==> config.mk <==
export PLATFORM = sky130hd
export DESIGN_NAME = load_store_unit
export DESIGN_NICKNAME = d
export VERILOG_FILES = /design/src/rtl/load_store_unit.sv
export SDC_FILE = /design/constraint.sdc
export NUM_CORES = 1
export LEC_CHECK = 0
export BUFFER_PORTS_ARGS = -buffer_cell sky130_fd_sc_hd__buf_2
export CAP_MARGIN = 20
export CORE_UTILIZATION = 40
export DETAILED_ROUTE_END_ITERATION = 16
export GPL_TIMING_DRIVEN = 1
export MAX_ROUTING_LAYER = met4
export PLACE_DENSITY = 0.67
export RECOVER_POWER = 100
export SLEW_MARGIN = 5
export SYNTH_ARGS = -nofsm -noshare
export SYNTH_HDL_FRONTEND = slang
export SYNTH_SLANG_ARGS = --single-unit
==> constraint.sdc <==
create_clock -name clk -period 1.74 [get_ports clk]
set_clock_uncertainty 0.05 [all_clocks]
set_input_delay 0.348 -clock clk [delete_from_list [all_inputs] [get_ports clk]]
set_output_delay 0.348 -clock clk [all_outputs]
set_load 0.05 [all_outputs]
==> src/rtl/load_store_unit.sv <==
// load_store_unit: byte/half/word load-store initiator with read-modify-write sub-word stores.
// Define LSU_MISALIGN_TRAP_EN to reject misaligned requests with resp_err instead of truncating the address.
module load_store_unit #(
    parameter int ADDR_WIDTH = 7,
    parameter int DATA_WIDTH = 32
) (
    input  logic                  clk,
    input  logic                  reset,
    input  logic                  req_valid,
    output logic                  req_ready,
    input  logic                  req_write,
    input  logic [1:0]            req_size,
    input  logic                  req_signed,
    input  logic [ADDR_WIDTH+1:0] req_addr,
    input  logic [DATA_WIDTH-1:0] req_wdata,
    output logic                  resp_valid,
    output logic [DATA_WIDTH-1:0] resp_rdata,
    output logic                  resp_err,
    output logic [ADDR_WIDTH-1:0] mem_address,
    output logic                  mem_read,
    output logic                  mem_write,
    output logic [DATA_WIDTH-1:0] mem_write_data,
    input  logic [DATA_WIDTH-1:0] mem_read_data
);
    typedef enum logic [1:0] {IDLE, READ, WRITE, DONE} state_t;
    state_t                  state_q, state_d;
    logic                    write_q, write_d, signed_q, signed_d, resp_err_q, resp_err_d;
    logic [1:0]              size_q, size_d;
    logic [ADDR_WIDTH+1:0]   addr_q, addr_d;
    logic [DATA_WIDTH-1:0]   wdata_q, wdata_d, word_q, word_d, resp_rdata_q, resp_rdata_d;
    logic                    mis;
    logic [4:0]              sh;
    logic [15:0]             shifted;
    logic [DATA_WIDTH-1:0]   lane_mask, merged, load_val;
`ifdef LSU_MISALIGN_TRAP_EN
    assign mis = (req_size == 2'b01 && req_addr[0]) || (req_size[1] && req_addr[1:0] != 2'b00);
`else
    assign mis = 1'b0;
`endif
    // Byte lanes shift by 8*offset; halfwords only ever sit at bit 0 or bit 16.
    assign sh        = size_q == 2'b00 ? {addr_q[1:0], 3'b000} : {addr_q[1], 4'b0000};
    assign lane_mask = (size_q == 2'b00 ? 32'h0000_00FF : 32'h0000_FFFF) << sh;
    assign merged    = size_q[1] ? wdata_q : (word_q & ~lane_mask) | ((wdata_q << sh) & lane_mask);
    assign shifted   = 16'(mem_read_data >> sh);
    assign load_val  = size_q[1] ? mem_read_data :
                       size_q[0] ? {{16{signed_q & shifted[15]}}, shifted} :
                                   {{24{signed_q & shifted[7]}}, shifted[7:0]};
    assign req_ready      = state_q == IDLE;
    assign resp_valid     = state_q == DONE;
    assign resp_rdata     = resp_rdata_q;
    assign resp_err       = resp_err_q;
    assign mem_read       = state_q == READ;
    assign mem_write      = state_q == WRITE;
    assign mem_write_data = mem_write ? merged : '0;
    assign mem_address    = addr_q[ADDR_WIDTH+1:2];
    always_comb begin
        state_d      = state_q;
        write_d      = write_q;
        size_d       = size_q;
        signed_d     = signed_q;
        addr_d       = addr_q;
        wdata_d      = wdata_q;
        word_d       = word_q;
        resp_rdata_d = resp_rdata_q;
        resp_err_d   = resp_err_q;
        case (state_q)
            IDLE: if (req_valid) begin
                write_d      = req_write;
                size_d       = req_size;
                signed_d     = req_signed;
                addr_d       = req_addr;
                wdata_d      = req_wdata;
                state_d      = mis ? DONE : (req_write && req_size[1]) ? WRITE : READ;
                resp_rdata_d = mis ? '0 : resp_rdata_q;
                resp_err_d   = mis ? 1'b1 : resp_err_q;
            end
            READ: begin
                word_d       = mem_read_data;
                state_d      = write_q ? WRITE : DONE;
                resp_rdata_d = write_q ? resp_rdata_q : load_val;
                resp_err_d   = write_q ? resp_err_q : 1'b0;
            end
            WRITE: begin
                state_d      = DONE;
                resp_rdata_d = '0;
                resp_err_d   = 1'b0;
            end
            default: state_d = IDLE;
        endcase
    end
    always_ff @(posedge clk) begin
        if (reset) begin
            state_q      <= IDLE;
            write_q      <= 1'b0;
            size_q       <= 2'b00;
            signed_q     <= 1'b0;
            addr_q       <= '0;
            wdata_q      <= '0;
            word_q       <= '0;
            resp_rdata_q <= '0;
            resp_err_q   <= 1'b0;
        end else begin
            state_q      <= state_d;
            write_q      <= write_d;
            size_q       <= size_d;
            signed_q     <= signed_d;
            addr_q       <= addr_d;
            wdata_q      <= wdata_d;
            word_q       <= word_d;
            resp_rdata_q <= resp_rdata_d;
            resp_err_q   <= resp_err_d;
        end
    end
endmodule

==> results of run 1 <==
==> repair_timing <==
action / CTS / global route
gates resized for setup: 119 / 31
setup buffers: 4 / 1
pin swaps: 51 / 9
setup endpoints to repair: 37 / 59
cloned: 1 / 0
==> cell families (layout without fill, tap and decap cells) <==
kind of cell	after synthesis	after routing
other	1	1
buffers and inverters	70	256
adders and majority gates	4	4
AOI/OAI and AO/OA	204	204
DFF	111	111
and+or+nand+nor	204	204
muxes	50	50
==> Yosys cell counts (8+ instances only) <==
| master | instances | area (um^2) |
|---|---|---|
| a21oi_1 | 75 | 375 |
| a22oi_1 | 25 | 188 |
| a31oi_1 | 8 | 50.1 |
| buf_2 | 20 | 100 |
| buf_4 | 9 | 67.6 |
| clkbuf_1 | 27 | 101 |
| dfxtp_1 | 111 | 2220 |
| mux2i_1 | 49 | 490 |
| nand2_1 | 118 | 443 |
| nand2b_1 | 8 | 50.1 |
| nand3_1 | 8 | 40.0 |
| nor2_1 | 44 | 165 |
| nor2b_1 | 11 | 68.8 |
| o21ai_0 | 30 | 150 |
| o21ai_2 | 18 | 158 |
| o221ai_1 | 16 | 140 |
| o22ai_1 | 15 | 93.8 |
==> flip-flops by register name, indices dropped and copies added, names as in the netlist <==
register    flops
resp_rdata     32
wdata_q        32
word_q         32
addr_q          9
size_q          2
state_q         2
signed_q        1
write_q         1
==> per-stage QoR <==
step	std cells	power [mW]	util [%]	setup WS, ps
finish	1002	10.8	63.3	-525
global route	1002	11.3	63.3	-579
CTS	1002	10.8	63.3	-520
detailed placement	982	8.13	56.7	-278
global placement	982	8.06	56.7	-201
floorplan	644	6.74	-	-109
==> critical path, delay by kind of cell (launching register included) <==
family,cells,cell delay [ps]
and+or+nand+nor,2,600
buffers and inverters,1,160
AOI/OAI and AO/OA,1,80
muxes,1,290
DFF,1,370
==> routing by layer <==
metal | wire, um | vias up | global-route usage [%] | part of all wire [%]
li1 | - | 2634 | - | -
met1 | 8200 | 2651 | 35.3 | 45
met2 | 8640 | 193 | 43.3 | 47
met3 | 970 | 32 | 4.02 | 5.3
met4 | 469 | 0 | 11.4 | 2.6
met5 | 0 | - | - | 0
==> layout by cell type, fill, tap and decap left out, drive strengths merged <==
| cell | instances |
|---|---|
| inv | 9 |
| nand3 | 8 |
| or3 | 1 |
| o22ai | 15 |
| nor4 | 1 |
| mux4 | 1 |
| nand2b | 9 |
| or3b | 1 |
| or2 | 2 |
| a31oi | 8 |
| bufinv | 1 |
| nand3b | 2 |
| o221ai | 16 |
| o21ai | 50 |
| nor2b | 11 |
| conb | 1 |
| a211oi | 1 |
| o21a | 1 |
| mux2i | 49 |
| o2111ai | 2 |
| a311o | 1 |
| and2 | 1 |
| a22oi | 25 |
| clkinv | 4 |
| a32oi | 7 |
| nor3 | 2 |
| nor2 | 46 |
| clkbuf | 51 |
| nand2 | 119 |
| dfxtp | 111 |
| buf | 191 |
| nand4 | 1 |
| a21oi | 78 |
| ha | 4 |
==> final cells by class <==
| type | count | area share, % |
|---|---|---|
| clock buffer | 10 | 2.94 |
| clock inverter | 6 | 0.847 |
| inverter | 8 | 0.370 |
| multi-input combinational | 463 | 44.8 |
| sequential | 111 | 27.5 |
| tap | 172 | 2.65 |
| timing repair buffer | 232 | 20.9 |
==> power by group <==
part           leakage, nW  switching (mW)  total, mW  internal, mW
Combinational         1.89            3.20       5.22          2.02
Sequential           0.908           0.391       3.38          2.99
Clock                0.154           0.997       2.16          1.17
==> worst min-delay path by stage <==
stage,from,to,depth (start not counted)
after floorplan,write_q,write_q,2
after global placement,addr_q[4],addr_q[4],2
after detailed placement,write_q,write_q,2
after CTS,reset,word_q[22],2
after global routing,reset,word_q[22],2
final,reset,word_q[22],2
==> metrics.md, run 1 <==
| Metric | Value |
|---|---|
| Status | `complete, but fails checks` |
| Failing checks | `setup timing` |
| Synthesized area per cell | `8.29 um^2` |
| Crit start category | `flip-flop` |
| Worst r2r path cells | `6` |
| Max Root-Sink Buffers | `2` |
| Hold Fails Final Rpt | `0` |
| Multi-input gate area | `3640 um^2` |
| Mapped Nets | `728` |
| Initial core utilization | `41.6%` |
| Synth Area in XOR/XNOR | `0%` |
| Setup violators final | `34` |
| Share of cells above drive strength 1 | `about two fifths` |
| Die X | `approximately 120 um` |
| Final instance area | `8120 um^2` |
| Yosys warnings | `0` |
| RSZ-0062 raised after global routing | `true` |
| Sequential Area | `2230 um^2` |
| Core Box Area | `approximately 13,000 um^2` |
| Initial drt markers | `370` |
| Fillers | `1,114` |
| IO Port Bufs | `154` |
| Critical path type | `reg2out` |
| Reg-to-reg startpoint | `state_q[1]` |
| Hold WS | `about 160 ps` |
| # diodes | `0` |
| CTS H-Tree Depth | `3` |
| HPWL after DPL | `13.2 mm` |
| Root buf cell | `clkbuf_16` |
| Leakage power | `2.95 nW` |
| Largest family of logic cells by synthesized area | `compound AO/OA/AOI/OAI gates` |
| Final min period | `approximately 2300 ps` |
| DR vias/cell | `5.50` |
| Async S/R FF share, synth | `0%` |
| Max-slew violations | `0` |
| Synth Area in Adders | `0.937%` |
| Antenna violations before repair | `0` |
| Arr. time, crit path | `between 1500 and 2000 ps` |
| # clock sinks | `111` |
| CTS tree | `done` |
| Gr usage total | `27.4%` |
| RR Endpoint | `size_q[1]` |
| Compound-cell area share of the yosys netlist | `24.3%` |
| Initial DRT Pass Iterations | `5` |
| Hold Crit Class | `in2reg` |
| Flop-to-flop setup slack | `20 ps` |
| EDFF count, synth | `0` |
| Sequential share of the synthesized area | `41.6%` |
| Post-synth design cell area | `about 5300 um^2` |
| Simple-Gate Fraction of Synth Area | `roughly 17%` |
| Setup crit end | `mem_write_data[16]` |
| Synth Register Bits | `111` |
| Post-synthesis mux area share | `9.61%` |
| Routed WL per cell | `18.2 um` |
| Ports | `156` |
| Die Y | `118 um` |
| CP required | `1340 ps` |
| Total grt overflow | `0` |
| Largest net degree at the start of global routing | `83` |
| Synthesized instance count | `644` |
| Dpl cell area | `around 7300 um^2` |
| Die area | `13,800 um^2` |
| Worst Path Max Fanout | `8` |
| Gp weighted congestion | `0.805` |
| Worst IR Drop VDD | `0.000706 V` |
| Site Rows | `41` |
| CTS Hold Bufs | `0` |
| Area growth, synth to finish | `52.1%` |
| First-pass GRT wire length | `28.7 mm` |
| CTS Buf Count | `9` |
| Pwr dens | `1330 nW/um^2` |
| Cell breakdown of the critical path | `or3b_4 -> nand2_8 -> mux2i_4 -> a21oi_4 -> buf_6` |
| Main synth FF type | `dfxtp_1` |
| Worst skew pair latency | `360 ps` |
| CP Capture Type | `output pin` |
| Number of global-route vias before repair | `5,414` |
| Slack of the critical path | `-525 ps` |
| Max-Cap Viols | `0` |
| Synth cell types | `47` |
| Number of remaining DRC errors | `0` |
| Highest clock rate | `441 MHz` |
| Tcrit/Tclk final | `130%` |
| Clk slew on worst S/H paths | `80 ps` |
| Slew margin rel. | `58.8%` |
| Critical Path Slowest Stage Cell | `or3b_4` |
| Routed Antenna Nets | `0` |
| Max stage delay on crit path | `about 420 ps` |
| Nets@finish | `909` |
| Final setup TNS | `-14,110 ps` |
| Critical path origin | `addr_q[0]` |
| Total wire length | `18.3 mm` |
| Vias post-DR | `5,510` |
| Slew at the pin closest to its max-slew limit | `about 620 ps` |
No activity file was read; power rests on OpenSTA's default activity.
==> inputs of run 2 (changes only) <==
PLACE_DENSITY = unset   (was 0.67)
clock period = 2.8 ns   (was 1.74 ns; I/O delays follow)
==> metrics.md, run 2 (synthesis results as in run 1) <==
| Metric | Value |
|---|---|
| CTS H-Tree Depth | `3 (unchanged)` |
| Initial drt markers | `408 (was 370)` |
| Commonest non-fill, non-tap cells in the layout | `nand2_1 (118), dfxtp_1 (109), buf_2 (84) (was nand2_1 (118), dfxtp_1 (107), buf_2 (79))` |
| CTS tree | `done (unchanged)` |
| Core Box Area | `12,800 um^2 (unchanged)` |
| Critical Path Slowest Stage Cell | `nor2_2 (was or3b_4)` |
| RR Endpoint | `resp_rdata[23] (was size_q[1])` |
| Routed WL per cell | `18.1 um (was 18.2 um)` |
| Antenna violations before repair | `0 (unchanged)` |
| Max Root-Sink Buffers | `2 (unchanged)` |
| Critical path origin | `addr_q[0] (unchanged)` |
| Clock network power share | `23.2% (was 20.1%)` |
| RSZ-0062 raised after global routing | `false (was true)` |
| Max-Cap Viols | `0 (unchanged)` |
| CTS Hold Bufs | `0 (unchanged)` |
| Leakage power | `2.51 nW (was 2.95 nW)` |
| Net switching power | `2.34 mW (was 4.59 mW)` |
| CP Capture Type | `output pin (unchanged)` |
| Nets@finish | `852 (was 909)` |
| Setup crit end | `mem_write_data[8] (was mem_write_data[16])` |
| DR vias/cell | `5.48 (was 5.50)` |
| CP required | `2190 ps (was 1340 ps)` |
| Initial core utilization | `41.6% (unchanged)` |
| Site Rows | `41 (unchanged)` |
| Final min period | `2660 ps` |
| P_int | `3.26 mW (was 6.18 mW)` |
| Pwr dens | `876 nW/um^2 (was 1330 nW/um^2)` |
| Total wire length | `17.1 mm (was 18.3 mm)` |
| Max-slew violations | `0 (unchanged)` |
| # diodes | `0 (unchanged)` |
| Cell breakdown of the critical path | `buf_4 -> nor2_1 -> nor2_2 -> o221ai_1 -> a21oi_1 -> clkbuf_2 (was or3b_4 -> nand2_8 -> mux2i_4 -> a21oi_4 -> buf_6)` |
| Post-CTS setup buffer count | `0 (was 4)` |
| Total grt overflow | `0 (unchanged)` |
| Worst IR Drop VDD | `0.000772 V (was 0.000706 V)` |
| Critical path type | `reg2out (unchanged)` |
| Cell family with most CP delay | `buffers and inverters (was simple AND/OR/NAND/NOR gates)` |
| Hold Crit Class | `in2reg (unchanged)` |
| Commonest non-fill, non-tap cell in the layout | `nand2_1 (unchanged)` |
| CTS Buf Count | `9 (unchanged)` |
| Root buf cell | `clkbuf_16 (unchanged)` |
| Crit start category | `flip-flop (unchanged)` |
| Arr. time, crit path | `2050 ps (was 1870 ps)` |
| Gp weighted congestion | `0.821 (was 0.805)` |
| IO Port Bufs | `154 (unchanged)` |
| Initial DRT Pass Iterations | `5 (unchanged)` |
| Gr usage total | `25.7% (was 27.4%)` |
| Area growth, synth to finish | `19.8% (was 52.1%)` |
| Non-filler cells, final | `945 (was 1,002)` |
| Number of global-route vias before repair | `4,821 (was 5,414)` |
| Clk slew on worst S/H paths | `70 ps (was 80 ps)` |
| Routed Antenna Nets | `0 (unchanged)` |
| Max stage delay on crit path | `350 ps (was 420 ps)` |
| Worst r2r path cells | `7 (was 6)` |
| Share of cells above drive strength 1 | `22.9% (was 39.3%)` |
| Setup violators final | `0 (was 34)` |
| Total power | `5.60 mW (was 10.8 mW)` |
| Status | `finished clean (was complete, but fails checks)` |
| Slew at the pin closest to its max-slew limit | `1080 ps (was 621 ps)` |
| CP Depth | `6 (was 5)` |
| Slew margin rel. | `27.9% (was 58.8%)` |
| Number of remaining DRC errors | `0 (unchanged)` |
| Combinational share of power | `39.7% (was 48.5%)` |
| Flop-to-flop setup slack | `260 ps (was 20 ps)` |
| HPWL after DPL | `12.6 mm (was 13.2 mm)` |
| Buf/Inv on CP | `2 (was 1)` |
| Largest net degree at the start of global routing | `63 (was 83)` |
| Worst skew pair latency | `350 ps (was 360 ps)` |
| Tcrit/Tclk final | `95.0%` |
| Post-Place Worst Slack | `335 ps (was -278 ps)` |
| # clock sinks | `111 (unchanged)` |
| Net Sw Frac | `41.8% (was 42.6%)` |
| Sequential Power Share | `37.0% (was 31.4%)` |
| Hold wc startpoint | `req_addr[6] (was reset)` |
| Highest clock rate | `376 MHz` |
| Worst Path Max Fanout | `13 (was 8)` |
| First-pass GRT wire length | `27.2 mm (was 28.7 mm)` |
| Placed cell count | `929 (was 982)` |
| Hold Fails Final Rpt | `0 (unchanged)` |
| Ports | `156 (unchanged)` |
| Slack of the critical path | `141 ps (was -525 ps)` |
| Die X | `118 um (unchanged)` |
| Reg-to-reg startpoint | `state_q[0] (was state_q[1])` |
| Vias post-DR | `5,177 (was 5,510)` |
| Final setup TNS | `0 ps (was -14,110 ps)` |
| Die area | `13,800 um^2 (unchanged)` |
| Die Y | `118 um (unchanged)` |
-- run 2: final cells by class --
type	count	area, um^2
Clock buffer	12	246
Clock inverter	4	53.8
Fill cell	1327	6430
Inverter	8	30.0
Multi-Input combinational cell	463	2760
Sequential cell	111	2220
Tap cell	172	215
Timing Repair Buffer	175	867
-- run 2: worst min-delay path by stage --
stage | endpoint | slack, ps | cells after the start
floorplan | write_q | 380 | 2
global placement | write_q | 390 | 2
detailed placement | wdata_q[19] | 390 | 2
CTS | addr_q[6] | 380 | 3
global route | addr_q[5] | 390 | 3
finish | addr_q[6] | 390 | 3
-- run 2: stage by stage --
| stage | area, um^2 | utilization (%) | hold slack [ps] |
|---|---|---|---|
| after detailed placement | 6160 | 48.1 | 394 |
| after CTS | 6470 | 50.4 | 383 |
| after floorplan | 5340 | - | 381 |
| final | 6390 | 49.9 | 394 |
| after global placement | 6160 | 48.1 | 389 |
| after global routing | 6390 | 49.9 | 393 |
-- run 2: power by group through the flow --
stage               combinational [mW]  clock [mW]  sequential (mW)
global placement                  2.24           0             2.09
CTS                               2.28        1.34             2.07
finish                            2.23        1.30             2.07
global route                      2.43        1.40             2.10
floorplan                         1.57           0             2.21
detailed placement                2.27           0             2.10
-- run 2: repair_timing --
item,4_1_cts,5_1_grt
endpoints found under the setup margin,3,19
endpoints found under the hold margin,0,0
gates resized for setup,1,2
-- run 2: metal layers --
| metal | vias up | routed length (um) | track usage [%] |
|---|---|---|---|
| met5 | - | 0 | - |
| met4 | 0 | 342 | 8.65 |
| met3 | 22 | 1040 | 3.88 |
| met2 | 192 | 7670 | 38.6 |
| met1 | 2445 | 8030 | 35.4 |
| li1 | 2518 | - | - |
-- run 2: worst register-to-register path, cell delays in order (launching register included) --
cell      delay [ps]
dfxtp_1          380
inv_1             80
ha_1             330
buf_4            230
or3_1            360
a211oi_1         240
nand4_2          530
o21ai_0          260
